`src/rtl/weight_load_ctrl.sv`:
```
// ---------------------------------------------------------------------------
// weight_load_ctrl
//
// Loads the packed weight image into the encoder model's serial weight shift
// chain one bit per cycle (copy/k). Once every weight bit has shifted in, it
// hands the model over to inference traffic. No input vector can be accepted
// while the chain is partially loaded. y_valid marks the cycle in which the
// model's one-cycle output register holds the result of an accepted input.
//
// State table
//   state | meaning
//   IDLE  | after reset, chain contents undefined, nothing accepted
//   LOAD  | streaming weight words into the chain, inputs blocked
//   RUN   | chain fully loaded, inputs pass straight through to the model
//
// Ports
//   clk         in   rising-edge clock
//   rst         in   synchronous active-high reset
//   load_start  in   one-cycle pulse, starts or restarts a weight load
//   w_valid     in   weight word valid
//   w_ready     out  weight word accepted when w_valid && w_ready
//   w_data      in   weight word, bit 0 shifted first
//   copy        out  shift enable for the model weight chain
//   k           out  serial weight bit for the model
//   loaded      out  all WEIGHTS_B bits have been shifted
//   busy        out  load in progress
//   x_valid     in   input vector valid (data goes directly to the model)
//   x_ready     out  input accepted when x_valid && x_ready
//   y_valid     out  model output register holds the last accepted input's result
//   inf_cnt     out  saturating count of accepted inputs since the last load
// ---------------------------------------------------------------------------
module weight_load_ctrl #(
    parameter int WEIGHTS_B = 10496,
    parameter int W         = 32,
    parameter int CNT_B     = 16
) (
    input  logic             clk,
    input  logic             rst,
    input  logic             load_start,
    input  logic             w_valid,
    output logic             w_ready,
    input  logic [W-1:0]     w_data,
    output logic             copy,
    output logic             k,
    output logic             loaded,
    output logic             busy,
    input  logic             x_valid,
    output logic             x_ready,
    output logic             y_valid,
    output logic [CNT_B-1:0] inf_cnt
);

    localparam int N_WORDS = (WEIGHTS_B + W - 1) / W;
    localparam int BC_B    = $clog2(W + 1);
    localparam int BL_B    = $clog2(WEIGHTS_B + 1);
    localparam int WL_B    = $clog2(N_WORDS + 1);

    localparam logic [BC_B-1:0]  W_CNT     = BC_B'(W);
    localparam logic [BL_B-1:0]  W_AS_BITS = BL_B'(W);
    localparam logic [BL_B-1:0]  BITS_ALL  = BL_B'(WEIGHTS_B);
    localparam logic [WL_B-1:0]  WORDS_ALL = WL_B'(N_WORDS);
    localparam logic [CNT_B-1:0] CNT_MAX   = '1;

    typedef enum logic [1:0] {
        IDLE = 2'd0,
        LOAD = 2'd1,
        RUN  = 2'd2
    } state_t;

    state_t          state;
    logic [W-1:0]    shift_buf;
    logic [BC_B-1:0] buf_cnt;     // valid bits still waiting in shift_buf
    logic [BL_B-1:0] bits_left;   // chain bits not yet shifted
    logic [WL_B-1:0] words_left;  // words still to be fetched

    logic            w_accept;
    logic            x_accept;
    logic            last_bit;
    logic [BL_B-1:0] bits_after;
    logic [BC_B-1:0] fill_cnt;

    assign busy     = (state == LOAD);
    assign x_ready  = (state == RUN);
    assign copy     = busy && (buf_cnt != '0);
    assign k        = shift_buf[0];

    // Refill is allowed while the last buffered bit is shifting so a held-high
    // w_valid keeps copy continuous across word boundaries.
    assign w_ready  = busy && (words_left != '0) && (buf_cnt <= BC_B'(1)) && !load_start;
    assign w_accept = w_valid && w_ready;
    assign x_accept = x_valid && x_ready;
    assign last_bit = copy && (bits_left == BL_B'(1));

    // Only the bits the chain still needs are counted into the buffer, so the
    // padding of a partial final word is never shifted out.
    always_comb begin
        bits_after = bits_left - BL_B'(copy);
        if (bits_after >= W_AS_BITS) begin
            fill_cnt = W_CNT;
        end else begin
            fill_cnt = BC_B'(bits_after);
        end
    end

    always_ff @(posedge clk) begin
        if (rst) begin
            state      <= IDLE;
            shift_buf  <= '0;
            buf_cnt    <= '0;
            bits_left  <= '0;
            words_left <= '0;
            loaded     <= 1'b0;
            y_valid    <= 1'b0;
            inf_cnt    <= '0;
        end else begin
            y_valid <= x_accept;

            // A coincident accept still pulses y_valid but does not survive the clear.
            if (load_start) begin
                inf_cnt <= '0;
            end else if (x_accept && (inf_cnt != CNT_MAX)) begin
                inf_cnt <= inf_cnt + CNT_B'(1);
            end

            if (load_start) begin
                state      <= LOAD;
                shift_buf  <= '0;
                buf_cnt    <= '0;
                bits_left  <= BITS_ALL;
                words_left <= WORDS_ALL;
                loaded     <= 1'b0;
            end else begin
                case (state)
                    IDLE: ;
                    LOAD: begin
                        if (w_accept) begin
                            shift_buf  <= w_data;
                            buf_cnt    <= fill_cnt;
                            words_left <= words_left - WL_B'(1);
                        end else if (copy) begin
                            // Drop any padding left behind the final bit so it never reaches k.
                            shift_buf <= last_bit ? '0 : (shift_buf >> 1);
                            buf_cnt   <= buf_cnt - BC_B'(1);
                        end
                        if (copy) begin
                            bits_left <= bits_left - BL_B'(1);
                        end
                        if (last_bit) begin
                            state  <= RUN;
                            loaded <= 1'b1;
                        end
                    end
                    RUN: ;
                    default: state <= IDLE;
                endcase
            end
        end
    end

endmodule

```
`config.mk`:
```
export PLATFORM = sky130hd
export DESIGN_NAME = weight_load_ctrl
export DESIGN_NICKNAME = d
export VERILOG_FILES = /design/src/rtl/weight_load_ctrl.sv
export SDC_FILE = /design/constraint.sdc
export NUM_CORES = 1
export LEC_CHECK = 0
export ABC_CLOCK_PERIOD_IN_PS = 4100
export CAP_MARGIN = 20
export CORE_AREA = 10 10 90 107
export DETAILED_ROUTE_END_ITERATION = 6
export DIE_AREA = 0 0 100 117
export PLACE_DENSITY = 0.87
export SYNTH_ARGS = -nofsm -noshare
export SYNTH_HDL_FRONTEND = slang
export SYNTH_SLANG_ARGS = --single-unit
```
`constraint.sdc`:
```
create_clock -name clk -period 4.1 [get_ports clk]
set_input_delay 1.025 -clock clk [delete_from_list [all_inputs] [get_ports clk]]
set_output_delay 1.025 -clock clk [all_outputs]
set_load 0.005 [all_outputs]
```
# Word level (Yosys, flattened, before mapping)
# Index checks and enable logic that the tools add are counted.
# totals
regBits	81
inputBits	37
word_cells	67
# op_classes
addsub	5
order_cmp	2
eq_ne	7
n_mux	15
bitwise	1
reduce_logical	26
# ops
cell	n
32-bit two-way mux	2
14-bit two-way mux	3
31-bit two-way mux	1
9-bit two-way mux	3
6-bit two-way mux	3
16-bit by 1-bit adder with 16-bit output (second input constant)	1
16-bit inequality test (second input constant)	1
2-bit AND reduction	8
14-bit by 1-bit equality test with 1-bit output (second input constant)	1
14-bit by 6-bit greater-or-equal comparator with 1-bit output (second input constant)	1
14-bit by 1-bit subtractor with 14-bit output	1
14-bit by 1-bit subtractor with 14-bit output (second input constant)	1
9-bit nonzero test	1
9-bit by 1-bit subtractor with 9-bit output (second input constant)	1
1-bit logical AND	8
2-bit nonzero test	4
6-bit by 1-bit <= comparator with 1-bit output (second input constant)	1
6-bit nonzero test	1
6-bit by 1-bit subtractor with 6-bit output (second input constant)	1
2-bit by 1-bit inequality test with 1-bit output (second input constant)	2
2-bit case mux with 2 select lines	1
2-bit OR reduction	2
3-bit by 2-bit inequality test with 1-bit output (second input constant)	1
2-bit by 1-bit equality test with 1-bit output (second input constant)	1
6 further kinds	6

# Depth between registers and ports, before layout
# depth
depth_word	8
ltp_mapped	15
depth_no_buf	12

# Least setup slack after synthesis
# No wires, ideal clock.
# synth_timing
path_type	register to register
startpoint	register buf_cnt[0]
endpoint	register buf_cnt[1]
arrival_time_ns	3.268
t_required_ns	3.999
path_slack_ns	0.731
stages_incl_launch_ff	15
path_buffers	3
synth_period_minus_slack_ns	3.369
path_cell_list	dfxtp_1 inv_1 ha_1 nor3b_1 a21o_1 buf_2 clkinv_1 buf_2 ha_1 ha_1 clkbuf_1 and4_1 a2111oi_0 nand4_1 o41ai_1
# synth_between
elab_chain_cells	6
word_cells_on_any_way	14
classes_between	add/sub: 2; order compare: 2; mux: 3; reduce/logical: 7
# synth_rtl
item	line	source
from (decl)	72	logic [BC_B-1:0] buf_cnt;
from (signal assigned)	138	buf_cnt <= fill_cnt;
from (signal assigned)	143	buf_cnt <= buf_cnt - BC_B'(1);
6-bit nonzero test (*)	84	assign copy = busy && (buf_cnt != '0);
1-bit logical AND (*)	84	
via copy	43	output logic copy,
14-bit by 1-bit subtractor with 14-bit output	97	bits_after = bits_left - BL_B'(copy);
14-bit by 6-bit greater-or-equal comparator with 1-bit output	98	if (bits_after >= W_AS_BITS) begin
6-bit two-way mux	98	
6-bit two-way mux	136	if (w_accept) begin
# Mark *: on every way through the listed nets, which the timed path passes. The rest lies on a longest branch. The select of a mux whose other input is x is not followed.
# A chain may end at the register's enable or synchronous reset.

# Worst setup path after layout
# layout_timing
startpoint	register buf_cnt[1]
endpoint	register buf_cnt[1]
# layout_between
elab_chain_cells	6
word_cells_on_any_way	14
classes_between	add/sub: 2; order compare: 2; mux: 3; reduce/logical: 7
# layout_rtl
item	line
6-bit nonzero test / 6-bit by 1-bit <= comparator with 1-bit output (equally long branches)	84, 89
1-bit logical AND, on equally long branches	84, 89
14-bit by 1-bit subtractor with 14-bit output / 1-bit logical AND (equally long branches)	97, 89
14-bit by 6-bit greater-or-equal comparator with 1-bit output / 1-bit logical AND (equally long branches)	98, 90
6-bit two-way mux / 2-bit nonzero test (equally long branches)	n/a
6-bit two-way mux / 2-bit AND reduction (equally long branches)	n/a
# Several ways; a longest one is shown, not always the timed one. The select of a mux whose other input is x is not followed.

==> results.sh <==
export IMPL_worstPathCellList="inv_1 -> ha_1 -> nor3b_1 -> a21o_1 -> clkinv_1 -> ha_1 -> ha_1 -> and4_1 -> a2111oi_0 -> nand4_1 -> o41ai_1"
export IMPL_path_buf_inv=2
export IMPL_dieWidth_um=100
export IMPL_first_pass_iters=5
export IMPL_hold_path_class="flop to flop"
export IMPL_rows=35
export IMPL_crit_required_ps=4340
export IMPL_cts_tree="built"
export IMPL_synth_area_leaders="dfxtp_1, nor2_1, a221oi_1, nor3_1, xnor2_1"
export IMPL_ys_seq_area_frac=0.410
export IMPL_synth_flop_cell="dfxtp_1"
export IMPL_routabilityCongestion=0.897
export IMPL_wl_per_cell_um=16.3
export IMPL_rsz0062_at_grt="no"
export IMPL_path_delay_family="simple AND/OR/NAND/NOR gates"
export IMPL_cts_made_buffers=9
export IMPL_ys_warn_count=0
export IMPL_clock_skew_ps=9.90
export IMPL_cts_max_level=3
export IMPL_fin_crit_ps=3610
export IMPL_regToRegSetupSlack_ps=490
export IMPL_drt_total_wl_um=9760
export IMPL_n_fill_cell=634
export IMPL_cts_setup_buffers=0
export IMPL_initialDrtViolationCount=210
export IMPL_yosysTopAreaCell="dfxtp_1"
export IMPL_dp_hpwl_um=6620
export IMPL_synth_seq_cells=81
export IMPL_dieArea_um2=11700
export IMPL_leakagePower_uw=0.00168
export IMPL_slowest_delay_ps=560
export IMPL_setup_viol=0
export IMPL_diodes=0
export IMPL_hold_ws_ps=470
export IMPL_layout_setup_ws_ps=490
export IMPL_cp_depth=11
export IMPL_tightest_slew_ps=907
export IMPL_synth_most_common_cell="dfxtp_1"
export IMPL_powerDensity_nw_per_um2=335
export IMPL_clock_latency_ps=350
export IMPL_initial_core_util=0.522
export IMPL_netlist_area_um2=3960
export IMPL_peakVddDrop_v=0.000174
export IMPL_netlist_top_cells_count="dfxtp_1, nor2_1, nor3_1, a221oi_1, xnor2_1"
export IMPL_cp_common_cell="ha_1"
export IMPL_final_core_util=0.633
export IMPL_tns_ps=0
export IMPL_portBuffers=59
export IMPL_final_max_slew_viol_count=0
export IMPL_yosysTopAreaCellShare=0.410
export IMPL_grt_pass1_wl_um=15700
export IMPL_grt_usage=0.160
export IMPL_crit_arrival_ps=3850
export IMPL_synthCells=457
export IMPL_start_kind="flop"
export IMPL_synth_nets=502
export IMPL_synth_distinct_cells=56
export IMPL_io_pins=60
export IMPL_crit_slowest_cell="nor3b_1"
export IMPL_pre_cts_ws_ps=553
export IMPL_final_layout_size_suffix_gt1_frac=0.0730
export IMPL_final_cell_count_no_fill=599
export IMPL_grt_max_degree=61
export IMPL_whs_path_depth=2
export IMPL_r2r_cells=11
export IMPL_clkSinkCount=81
export IMPL_maxCapViolations=0
export IMPL_drtAntennaViolNets=0
export IMPL_ctsRootBufferMaster="clkbuf_8"
export IMPL_area_growth_pct=21.2
export IMPL_critPathKind="flop to flop"
export IMPL_syn_mean_instance_area_um2=8.66
export IMPL_clockBufferDepth=2
export IMPL_die_h_um=117
export IMPL_fin_nets=547
export IMPL_path_clk_slew_ps=80
export IMPL_grt_pass1_vias=3357
export IMPL_post_place_cells=582
export IMPL_cts_hold_fix_buffers=0
export IMPL_end_kind="flop"
export IMPL_ctsResizeCount=0
export IMPL_maxSlewHeadroom=0.389
export IMPL_drc_errors=0
export IMPL_finalCritPeriodShare=0.880
export IMPL_fmax_mhz=277
export IMPL_globalRoute_totalOverflow=0
export IMPL_vias_per_cell=6.01
export IMPL_async_reset_ff_frac=0
export IMPL_synth_edff_count=0
export IMPL_num_vias=3601
export IMPL_core_area_um2=7580
export IMPL_status="finished clean"
export IMPL_finalHoldViolations=0
export IMPL_antenna_found_initial=0
export IMPL_crit_fanout=10
==> metal layers <==
| metal | wire length, um | GRT usage |
|---|---|---|
| met2 | 4960 | 0.279 |
| met4 | 265 | 0.0821 |
| met5 | 0 | 0 |
| met1 | 4000 | 0.184 |
| met3 | 529 | 0.0305 |
==> logic make-up after synthesis <==
group	Yosys count	synth area share
simple gates	203	0.268
buf+inv	44	0.0509
mux	1	0.00253
xor+xnor	34	0.0753
fa+ha+maj	8	0.0253
flops	81	0.410
compound gates	86	0.169
==> stage by stage <==
| step | power, uW | area [um^2] |
|---|---|---|
| global placement | 978 | 4550 |
| detailed placement | 983 | 4550 |
| finish | 1610 | 4790 |
| floorplan | 923 | 3960 |
| CTS | 1610 | 4770 |
| global route | 1660 | 4790 |
==> worst paths after layout <==
check / start / end
max: buf_cnt[1] / buf_cnt[1]
min: shift_buf[31] / shift_buf[31]
max reg2reg: buf_cnt[1] / buf_cnt[1]
min reg2reg: shift_buf[31] / shift_buf[31]
==> worst reg2reg max path, stage by stage (launching register included) <==
cell       delay (ps)
dfxtp_1           330
inv_1              90
ha_1              210
nor3b_1           560
a21o_1            220
clkinv_1           90
ha_1              220
ha_1              310
and4_1            240
a2111oi_0         540
nand4_1           380
o41ai_1           330
==> registers in the layout, summed over array words and instances, names as in the netlist <==
signal,count
bits_left,14
buf_cnt,6
inf_cnt,16
y_valid,1
loaded,1
state,2
shift_buf,32
words_left,9
==> layout by cell type, fill, tap and decap left out, types with 4 or more instances in the layout <==
master,netlist,layout
nand4_1,14,14
clkbuf_8,0,13
ha_1,8,8
nand2_1,15,15
or3_1,6,6
clkdlybuf4s50_1,0,59
or2_2,6,6
buf_4,1,5
inv_1,12,12
and4_1,5,5
nor2_1,76,75
dfxtp_1,81,81
nor3b_1,4,4
nor2b_1,5,5
a211oi_1,5,5
nand3_1,12,12
a21oi_1,18,18
xor2_1,14,14
nor3_1,35,35
or4_1,6,6
a221oi_1,31,31
xnor2_1,20,20
==> layout make-up <==
| class | instances | area, um^2 | area share |
|---|---|---|---|
| Clock buffer | 13 | 179 | 0.0373 |
| Clock inverter | 3 | 46.3 | 0.00966 |
| Sequential cell | 81 | 1620 | 0.338 |
| Timing Repair Buffer | 65 | 648 | 0.135 |
| Multi-Input combinational cell | 332 | 2140 | 0.445 |
| Inverter | 13 | 48.8 | 0.0102 |
| Tap cell | 92 | 115 | 0.0240 |
==> power by group <==
part | switching (uW) | leakage (uW) | total [uW] | internal (uW)
combinational | 80.9 | 0.000913 | 157 | 76.2
clock | 286 | 0.000112 | 636 | 349
sequential | 12.7 | 0.000655 | 812 | 800
total | 380 | 0.00168 | 1610 | 1230
Power figures use the tool's default switching activity.
